[config.mk]
export PLATFORM = sky130hd
export DESIGN_NAME = mimi_mem_responder
export DESIGN_NICKNAME = d
export VERILOG_FILES = /design/src/rtl/mimi_mem_responder.sv
export SDC_FILE = /design/constraint.sdc
export NUM_CORES = 1
export LEC_CHECK = 0
export CORE_AREA = 2 2 121 123
export CTS_CLUSTER_SIZE = 14
export DETAILED_ROUTE_END_ITERATION = 6
export DIE_AREA = 0 0 123 125
export PLACE_DENSITY = 0.78
export RECOVER_POWER = 100
export SLEW_MARGIN = 20
export SYNTH_ARGS = -nofsm -noshare
export SYNTH_HDL_FRONTEND = slang
export SYNTH_SLANG_ARGS = --single-unit
[constraint.sdc]
create_clock -name clk -period 3.6 [get_ports clk]
set_clock_uncertainty 0.05 [all_clocks]
set_input_delay 0.72 -clock clk [delete_from_list [all_inputs] [get_ports clk]]
set_output_delay 0.72 -clock clk [all_outputs]
set_load 0.05 [all_outputs]
[src/rtl/mimi_mem_responder.sv]
// Memory responder for minimax: arbitrates data and fetch ports onto
// four single-port SRAM banks, with a one-word fetch buffer.
module mimi_mem_responder #(
    parameter int PC_BITS         = 10,
    parameter int BANK_WORDS_LOG2 = 9
) (
    input  logic                       clk,
    input  logic                       rst_n,
    input  logic [PC_BITS-1:0]         inst_addr,
    output logic [15:0]                inst,
    output logic                       inst_valid,
    output logic                       fetch_stall,
    input  logic [31:0]                addr,
    input  logic [31:0]                wdata,
    input  logic [3:0]                 wmask,
    input  logic                       rreq,
    output logic [31:0]                rdata,
    output logic                       rvalid,
    output logic                       wack,
    output logic                       err,
    output logic [3:0]                 sram_csb,
    output logic                       sram_web,
    output logic [3:0]                 sram_wmask,
    output logic [BANK_WORDS_LOG2-1:0] sram_addr,
    output logic [31:0]                sram_din,
    input  logic [127:0]               sram_dout
);

    logic [12:0] fa;
    logic        wr_req;
    logic        rd_req;
    logic        data_req;
    logic        oor;
    logic [1:0]  d_bank;
    logic [1:0]  f_bank;
    logic [10:0] f_tag;
    logic        fill;
    logic        cur_valid;
    logic [10:0] cur_tag;
    logic        hit;
    logic        fetch_go;
    logic [31:0] fill_word;
    logic [31:0] fetch_word;
    logic        unused;

    // response / pending state
    logic        rv_q;
    logic        roor_q;
    logic [1:0]  r_bank;
    logic        wack_q;
    logic        err_q;
    logic        iv_q;
    logic        hit_q;
    logic        half_q;
    logic [1:0]  fill_bank;
    logic [10:0] fill_tag;
    logic [15:0] inst_q;
    logic [31:0] buf_data;
    logic [10:0] buf_tag;
    logic        buf_valid;

    assign fa       = 13'(inst_addr);
    assign wr_req   = |wmask;
    assign rd_req   = rreq & ~wr_req;
    assign data_req = wr_req | rreq;
    assign oor      = |addr[31:13];
    assign d_bank   = addr[12:11];
    assign f_bank   = fa[12:11];
    assign f_tag    = fa[12:2];
    assign unused   = ^{addr[1:0], fa[0]};

    // A fill landing this cycle counts as buffer content already, so a
    // fetch of the same word right behind a miss is a hit.
    assign fill      = iv_q & ~hit_q;
    assign cur_valid = buf_valid | fill;
    assign cur_tag   = fill ? fill_tag : buf_tag;
    assign hit       = cur_valid & (cur_tag == f_tag);
    assign fetch_go  = ~data_req;

    assign fill_word  = sram_dout[{fill_bank, 5'd0} +: 32];
    assign fetch_word = hit_q ? buf_data : fill_word;

    assign fetch_stall = rst_n & data_req;
    assign inst_valid  = iv_q;
    assign rvalid      = rv_q;
    assign wack        = wack_q;
    assign err         = err_q;
    assign sram_din    = wdata;

    // Response data: fetch halfword, or held value after a stalled fetch.
    always_comb begin
        inst  = inst_q;
        rdata = 32'd0;
        if (iv_q) begin
            inst = half_q ? fetch_word[31:16] : fetch_word[15:0];
        end
        if (rv_q && !roor_q) begin
            rdata = sram_dout[{r_bank, 5'd0} +: 32];
        end
    end

    // SRAM port control: write, then read, then fetch miss.
    always_comb begin
        sram_csb   = 4'hF;
        sram_web   = 1'b1;
        sram_wmask = 4'h0;
        sram_addr  = '0;
        if (rst_n) begin
            if (data_req && !oor) begin
                sram_csb[d_bank] = 1'b0;
                sram_web         = ~wr_req;
                sram_wmask       = wmask;
                sram_addr        = addr[2 +: BANK_WORDS_LOG2];
            end else if (fetch_go && !hit) begin
                sram_csb[f_bank] = 1'b0;
                sram_addr        = fa[2 +: BANK_WORDS_LOG2];
            end
        end
    end

    // Register responses, fill the fetch buffer, invalidate on writes.
    always_ff @(posedge clk) begin
        if (!rst_n) begin
            rv_q      <= 1'b0;
            roor_q    <= 1'b0;
            r_bank    <= 2'd0;
            wack_q    <= 1'b0;
            err_q     <= 1'b0;
            iv_q      <= 1'b0;
            hit_q     <= 1'b0;
            half_q    <= 1'b0;
            fill_bank <= 2'd0;
            fill_tag  <= 11'd0;
            inst_q    <= 16'd0;
            buf_data  <= 32'd0;
            buf_tag   <= 11'd0;
            buf_valid <= 1'b0;
        end else begin
            rv_q      <= rd_req;
            roor_q    <= oor;
            r_bank    <= d_bank;
            wack_q    <= wr_req;
            err_q     <= data_req & (oor | (rreq & wr_req));
            iv_q      <= fetch_go;
            hit_q     <= hit;
            half_q    <= fa[1];
            fill_bank <= f_bank;
            fill_tag  <= f_tag;
            if (iv_q) begin
                inst_q <= inst;
            end
            if (fill) begin
                buf_data  <= fill_word;
                buf_tag   <= fill_tag;
                buf_valid <= 1'b1;
            end
            if (wr_req && !oor && addr[12:2] == cur_tag) begin
                buf_valid <= 1'b0;
            end
        end
    end

endmodule
Yosys cells after proc, flatten, opt, wreduce, memory -nomap -nowiden
Index checks and enable logic that the tools add are counted.
W data, S select, Z words.
{"block": "classes", "mul": 0, "shift": 1, "reduce_logical": 12, "bitwise_logic": 14, "n_addsub": 0, "div_mod_pow": 0, "eq_ne": 2, "muxes": 17, "order_cmp": 2}
{"op": "$shiftx A128 B8 Y32", "n": 1}
{"op": "$mux W32", "n": 2}
{"op": "$mux W16", "n": 2}
{"op": "$reduce_or A19 Y1", "n": 1}
{"op": "$mux W9", "n": 2}
{"op": "$mux W4", "n": 4}
{"op": "$eq A11 B11 Y1", "n": 1}
{"op": "$eq A11 B8 Y1", "n": 1}
{"op": "$mux W11", "n": 1}
{"op": "$mux W8", "n": 1}
{"op": "$and A1 B1 Y1", "n": 6}
{"op": "$logic_and A1 B1 Y1", "n": 6}
{"op": "$mux W1", "n": 4}
{"op": "$not A1 Y1", "n": 4}
{"op": "$not A4 Y4", "n": 1}
{"op": "$reduce_or A4 Y1", "n": 1}
{"op": "$logic_not A1 Y1", "n": 3}
{"op": "$lt A2 B3 Y1 const B", "n": 1}
{"op": "$or A1 B1 Y1", "n": 3}
{"op": "$demux W1 S2", "n": 1}
{"op": "$ge A2 B1 Y1 const B", "n": 1}
{"op": "$reduce_or A2 Y1", "n": 1}
{"block": "totals", "n_memories": 0, "input_bits": 209, "out_inout_bits": 103, "ram_bits": 0, "romBits": 0, "reg_bits": 80, "latch_bits": 0}

Longest topological paths before layout
{"block": "depth", "depth_word": 10, "ltp_mapped": 8, "mapped_depth_nobuf": 6}

Worst setup path before layout
No wires, ideal clock.
{"block": "synth_path", "path_kind": "input-to-output", "startpoint": "input port wmask[0]", "endpoint": "output port sram_csb[0]", "arrival_ps": 2774, "path_buffers": 1, "slack_ps": 56, "required_ps": 2830, "stages": 6, "cell_sequence": "or4_4 o21ai_2 inv_2 and2_1 buf_2 a31oi_1"}
{"block": "synth_between", "elab_chain_cells": 7, "word_cells_on_any_way": 8, "classes_between": "mux (3); bitwise (2); reduce/logical (3)"}
{"element": "start: declaration", "line_no": "15", "rtl": "input logic [3:0] wmask,"}
{"element": "$reduce_or A4 Y1 (*)", "line_no": "63", "rtl": "assign wr_req = |wmask;"}
{"element": "$or A1 B1 Y1 (*)", "line_no": "65", "rtl": "assign data_req = wr_req | rreq;"}
{"element": "$not A1 Y1", "line_no": "78", "rtl": "assign fetch_go = ~data_req;"}
{"element": "$logic_and A1 B1 Y1", "line_no": "114", "rtl": "end else if (fetch_go && !hit) begin"}
{"element": "$mux W1", "line_no": "114"}
{"element": "$mux W4 (*)", "line_no": "109", "rtl": "if (data_req && !oor) begin"}
{"element": "$mux W4 (*)", "line_no": "108", "rtl": "if (rst_n) begin"}
{"element": "end: declaration", "line_no": "21", "rtl": "output logic [3:0] sram_csb,"}
Mark *: on every way between the ends. The rest lies on a longest branch, timed or not.

Worst setup path in the final report
{"block": "layout_path", "startpoint": "input port wmask[0]", "endpoint": "output port sram_addr[6]"}
{"block": "layout_between", "elab_chain_cells": 7, "word_cells_on_any_way": 8, "classes_between": "mux (3); bitwise (2); reduce/logical (3)"}
{"element": "$reduce_or A4 Y1 (*)", "line_no": "63"}
{"element": "$or A1 B1 Y1 (*)", "line_no": "65"}
{"element": "$not A1 Y1", "line_no": "78"}
{"element": "$logic_and A1 B1 Y1", "line_no": "114"}
{"element": "$mux W8", "line_no": "114"}
{"element": "$mux W9 (*)", "line_no": "109"}
{"element": "$mux W9 (*)", "line_no": "108"}
{"element": "end: declaration", "line_no": "24", "rtl": "output logic [BANK_WORDS_LOG2-1:0] sram_addr,"}
Marks and branches as above.

==> summary.txt <==
Outcome
  • Outcome: completed

Worst setup path
  • Buf/Inv on CP: 3
  • Max Fanout on Critical Path: 12
  • CP peak stage delay: 0.59 ns
  • CP Launch Type: primary input
  • Crit-path slowest cell: or4_4
  • Setup slack, reg-to-reg: approximately 0.48 ns
  • Crit end category: output port
  • Cell family with most CP delay: simple AND/OR/NAND/NOR gates
  • CP cell instances: clkdlybuf4s50_1 > or4_4 > o21ai_2 > inv_2 > and2_2 > a32o_1 > clkbuf_4
  • Kind of critical path: primary input to output port
  • Worst EP arrival: approximately 2.8 ns
  • Worst EP required: 2.83 ns

Min path
  • Worst min path class: flip-flop to flip-flop

Clocking
  • H-tree levels: 3
  • Clk buf depth: 2
  • CTS sink count: 77
  • Post-CTS resize count: 0
  • Skew-Pair Late Insertion Delay: between 0.3 and 0.4 ns
  • Hold_buf cts: 0
  • Post-CTS setup repair buffer count: 0
  • CTS Root Cell: clkbuf_16
  • Clock slew at reported path FFs: about 0.060 ns
  • CTS buffer count: 9
  • CTS tree: yes

Drt
  • Iteration-0 DRC Markers: about 300
  • DRT antenna net count: 0
  • Drt wl/cell: 18.0 um
  • # DRC: 0
  • DR vias: around 4700
  • Vias/cell: 5.22
  • Drt pass-1 iters: 4
  • WL final: between 15000 and 20000 um

Global route
  • Initial antenna violation count: 1
  • Pin count of the biggest net entering global routing: 48
  • First-pass GRT wire length: about 25000 um
  • Vias in the first global route: approximately 4800
  • GRT overflow: 0
  • Gr usage total: 0.210

Floorplanning
  • Row cnt: 44
  • Initial Utilization: 0.347
  • Die ar.: between 15000 and 20000 um^2
  • # IOs: between 300 and 400
  • Core area: between 10000 and 15000 um^2
  • Die H: 125 um
  • Die X: 123 um

Synthesis
  • Async SR Flop Fraction: 0
  • Yosys reg bits: slightly below 80
  • Ys Warns: 0
  • Number of synthesized flops with an enable pin: 0
  • Register area share after synthesis: 0.313
  • Post-Syn Area per Cell: ~9.6 um^2
  • Synthesized cell area: 4930 um^2
  • Unique masters post-synth: between 50 and 60
  • Top FF cell, synth: dfxtp_1
  • Syn nets: between 700 and 800
  • Synth Instances: 512

Finish
  • # fillers: 1308
  • Area Growth Syn to Fin: 50.1%
  • Most common cell after layout, fill and taps aside: clkdlybuf4s50_1
  • Layout net count: around 920
  • Commonest non-fill, non-tap cells in the layout: clkdlybuf4s50_1, nand2_1, dfxtp_1
  • Share of cells above drive strength 1: 0.203
  • N_diodes: 0

STA
  • Minimum clock period: 3.52 ns
  • Max Clk Rate: around 280 MHz
  • Fin Hold WS: about 0.40 ns
  • Final Hold Fails: 0
  • Final setup viols: 0
  • Slew @ Worst Pin: ~1.3 ns
  • Final Max Slew Viols: 0
  • Period utilisation layout: 0.979
  • TNS Setup: 0 ns
  • Slew HR: 0.151
  • Setup ws final: 0.0751 ns
  • RSZ-0062 raised after global routing: false

Pwr
  • Logic pwr share: 0.191
  • Sequential power share: 0.380
  • Leakage: about 0.0027 uW
  • Clock share of power: 0.429
  • Pint: ~1800 uW
  • Max IR drop VDD: ~0.18 mV
  • Pwr dens: roughly 310 nW/um^2
  • Switching share of power: 0.230
  • Total Power: ~2300 uW
  • Sw power: 532 uW

Place
  • Post-Place Worst Slack: approximately 0.017 ns
  • Final GP Congestion: 0.804
  • IO buf count: between 200 and 250
  • Final HPWL DP: around 13000 um

Job
  • Max Cap Viol: 0
==> power groups by stage <==
stage                     logic, uW  registers (uW)  clock network [uW]
after global routing            469             879                1060
after detailed placement        449             897                   0
after floorplan                 278             896                   0
final                           441             878                 991
after CTS                       451             878                1010
after global placement          442             896                   0
==> kinds of logic (layout without fill, tap and decap cells) <==
family / after synthesis / in the layout / synth area share
and+or+nand+nor: 197 / 197 / 0.211
AOI/OAI and AO/OA: 78 / 78 / 0.102
buffers and inverters: 83 / 291 / 0.0924
muxes: 65 / 65 / 0.260
DFF: 77 / 77 / 0.313
xor gates and xnor gates: 12 / 12 / 0.0213
==> cell type report <==
class / instances / area [um^2] / area share
clock inverters: 6 / 93.8 / 0.0127
repair buffers: 260 / 2320 / 0.313
flip-flops and latches: 77 / 1540 / 0.209
inverters: 15 / 56.3 / 0.00761
well taps: 184 / 230 / 0.0311
multi-input cells: 352 / 2920 / 0.394
clock buffers: 10 / 239 / 0.0323
==> metal layers <==
| layer | up-vias | global-route usage | share of wire |
|---|---|---|---|
| met1 | 2264 | 0.262 | 0.41 |
| met5 | - | 0 | 0.00049 |
| met4 | 2 | 0.0682 | 0.018 |
| met3 | 32 | 0.0502 | 0.077 |
| li1 | 2219 | - | - |
| met2 | 204 | 0.356 | 0.49 |
==> registers in the layout, summed over array words and instances, names as in the netlist <==
name,flops
fill_tag,8
inst_q,16
buf_data,32
err,1
buf_tag,11
inst_valid,1
half_q,1
wack,1
roor_q,1
buf_valid,1
r_bank,2
rvalid,1
hit_q,1
==> worst paths after layout <==
path | cells past startpoint | end | startpoint
setup / recovery | 7 | sram_addr[6] | wmask[0]
hold / removal | 2 | buf_data[18]$_SDFFE_PN0N_ | buf_data[18]$_SDFFE_PN0N_
setup reg to reg | 8 | buf_valid$_SDFFE_PP0N_ | inst_valid$_SDFF_PN0_
hold reg to reg | 2 | buf_data[18]$_SDFFE_PN0N_ | buf_data[18]$_SDFFE_PN0N_
==> per-stage QoR <==
step | util | instances | area (um^2)
final | 0.521 | 904 | 7400
after global routing | 0.521 | 904 | 7400
after CTS | 0.545 | 904 | 7740
after detailed placement | 0.521 | 888 | 7410
after global placement | 0.521 | 888 | 7410
after floorplan | - | 512 | 4930
==> worst register-to-register path: stages, from the launching register on <==
cell and delay (ns):
dfxtp_1 0.37, buf_4 0.32, and2b_1 0.29, clkbuf_2 0.81, mux2i_1 0.24, a221oi_1 0.36, o21ai_0 0.14, nor4_1 0.30
a31oi_1 0.11
==> Yosys cell counts, types with 7 or more instances <==
cell	n	area share
nor2_1	13	0.0099
dfxtp_1	77	0.31
mux2_2	16	0.037
buf_4	32	0.049
a21oi_1	43	0.044
xnor2_1	8	0.014
and2_1	25	0.032
buf_2	7	0.0071
nor4_1	8	0.010
nor2b_1	33	0.042
inv_1	14	0.011
and3_1	11	0.014
mux4_2	45	0.21
nand2_1	82	0.062
clkbuf_1	25	0.019
Note: power is estimated with default switching activity, not from simulation.
==> edit (same flow settings) <==
The parameter `BANK_WORDS_LOG2` goes from 9 to 8.
--- a/src/rtl/mimi_mem_responder.sv
+++ b/src/rtl/mimi_mem_responder.sv
@@ -2,7 +2,7 @@
 // four single-port SRAM banks, with a one-word fetch buffer.
 module mimi_mem_responder #(
     parameter int PC_BITS         = 10,
-    parameter int BANK_WORDS_LOG2 = 9
+    parameter int BANK_WORDS_LOG2 = 8
 ) (
     input  logic                       clk,
     input  logic                       rst_n,
Interface: changed (resized sram_addr); port bits go from 312 to 311. No check against the original RTL was run, so the function may have changed too.
==> edit against the original RTL <==
Die area unchanged; cell area is 5.2% higher; routed wire length shrank 1.6%; non-clock buffer count increased by 5; power is 4.6% lower; synthesized area down 0.48%; setup slack lost 0.012 ns; sequential power is 0.5% higher; hold slack worse by 0.0018 ns; global-route usage fell by 0.27 points; clock power down 12%; sequential cell count stayed put; critical path depth is 2 higher; fmax shrank 0.33%; largest power group is now registers.
==> edit: results (changes against the original RTL) <==
----------------------------------------------------
[Placement]
  Cell area after placement ... 7410 um^2 (about the same)
  HPWL Detailed ... 12400 um (-1.3%)
  Final weighted congestion in routability-driven placement ... 0.853 (+6.1%)
  Post-Place Setup Slack ... -0.142 ns (-0.159 ns)
  Number of port buffers ... 243 (-0.41%)

[Detailed routing]
  Met2 WL post-DR ... 8380 um (+4.1%)
  Number of violations reported at the end of detailed-routing iteration 0 ... 235 (-21%)
  Routed wire length on met3 ... 1280 um (+2.1%)
  Uppermost signal routing layer after detailed routing ... met4
  DR vias ... 4630 (-1.9%)
  Routed length per placed instance ... 17.8 um (-1.2%)
  M1 WL ... 6070 um (-9.6%)

[Yosys]
  Post-synth net total ... 713 (-1.1%)
  Top cells by area in the synthesized netlist ... dfxtp_1, mux4_2, nand2_1, buf_4, nor2b_1
  YS warnings ... 0 (unchanged)
  Number of distinct standard cells referenced by the synthesized netlist ... 46 (-12%)
  Synth top cells by count ... dfxtp_1, nand2_1, mux4_2
  Proportion of synthesized chip area in sequential cells ... 31.4% (+0.15 points)

[Clock tree]
  Clock Pin Slew Worst Setup and Hold Paths ... 0.05 ns
  Worst-skew pair later-pin latency ... 0.33 ns (about the same)
  CTS Buf Count ... 9 (unchanged)
  Master cell of the clock root buffer ... clkbuf_16

[Layout]
  Number of nets in the layout ... 922 (-0.22%)
  Largest regs ... buf_data x32, inst_q x16, buf_tag x11
  Filler cell count ... 1226 (-6.3%)
  Layout cells sized above 1 ... 20.4% (+0.11 points)
  ANT cells ... 0 (unchanged)

[Timing]
  Transition time at the pin with the least slew margin ... 0.986 ns (-0.288 ns)

[GRT]
  Wire length of the first global-routing pass ... 24700 um (-2.0%)
  Initial antenna violation count ... 0 (-1)
  Maximum number of pins on one net before global-route repair ... 47 (-2.1%)
  Total track usage ... 20.8% (-0.27 points)
  Via count of the first global-routing pass ... 4836 (-0.021%)

[Setup path]
  CP peak stage delay ... 0.43 ns (-0.16 ns)
  Worst Path Max Fanout ... 9 (-3)
  Critical-path top delay cell ... clkdlybuf4s50_1
  Endpoint arrival time on the critical path ... 2.77 ns (+0.02 ns)
  Origin of the worst setup path ... addr[15]
  Launch instance of the worst register-to-register path ... hit_q$_SDFF_PN0_
  FF-to-FF path depth ... 7 (-1)

[Power and ir drop]
  Static Leak ... 2.86 nW (+6.2%)
  Maximum VDD drop ... 180 uV (-0.57%)

[Worst hold path]
  Critical hold path startpoint ... buf_data[31]$_SDFFE_PN0N_
  Worst min-delay path class ... reg2reg
  Count of cells along the worst hold path ... 2 (unchanged)

[Job]
  Max-cap viol count ... 0 (unchanged)

[Outcome]
  Status ... complete, no violations

----------------------------------------------------
## edit: cell types whose count changed after synthesis, sizes merged, moves of 3 or more
cell,before,now
a221oi,3,0
mux2i,1,12
nand2,82,74
a32o,5,0
nand2b,7,3
nor2,13,23
clkbuf,25,17
a21oi,43,40
inv,15,11
nand4,5,1
a22o,3,0
buf,43,50
xor2,4,11
## edit: repair_timing
action | CTS | global route
setup endpoints to repair | 9 | 9
pin swaps | 2 | 2
gates resized for setup | 3 | 9
buffers inserted | 1 | 1
## edit: logic make-up after synthesis
group                     synth area share [%]
DFF                                       31.4
AOI/OAI and AO/OA                         8.04
xor gates and xnor gates                  3.39
muxes                                     28.2
buffers and inverters                     9.01
and+or+nand+nor                           20.0
## edit: cell type report
class	count	area (um^2)	area share, %
flip-flops and latches	77	1550	19.9
well taps	184	230	2.96
multi-input cells	349	2990	38.4
clock inverters	2	35.0	0.450
clock buffers	12	246	3.17
repair buffers	265	2690	34.6
inverters	11	41.3	0.531
## edit: critical path, delay by kind of cell
kind / cells / cell delay, ns
AOI/OAI and AO/OA: 1 / 0.09
buffers and inverters: 4 / 0.99
and+or+nand+nor: 4 / 0.96
## edit: worst paths after layout
| kind | endpoint | slack (ns) |
|---|---|---|
| max | sram_addr[0] | 0.06 |
| min | buf_data[31]$_SDFFE_PN0N_ | 0.40 |
| max reg2reg | buf_valid$_SDFFE_PP0N_ | 1.50 |
| min reg2reg | buf_data[31]$_SDFFE_PN0N_ | 0.40 |
## edit: per-stage QoR
step / power [W] / std cells / setup TNS [ns]
6_report: 0.00220 / 900 / 0
5_1_grt: 0.00229 / 900 / -0.0174
4_1_cts: 0.00222 / 899 / -0.00936
3_5_place_dp: 0.00135 / 884 / -0.619
3_3_place_gp: 0.00134 / 884 / -0.456
2_1_floorplan: 0.00117 / 504 / 0
## edit: power by group
part           internal, W  leakage, nW  switching (W)
clock             0.000547        0.139       0.000323
sequential        0.000866        0.626      0.0000158
combinational     0.000293         2.09       0.000159
total              0.00171         2.86       0.000497
## edit: layer usage
metal | track usage (%) | up-vias
met3 | 6.57 | 30
met4 | 6.08 | 0
li1 | - | 2168
met5 | 0 | -
met1 | 23.0 | 2228
met2 | 37.6 | 204
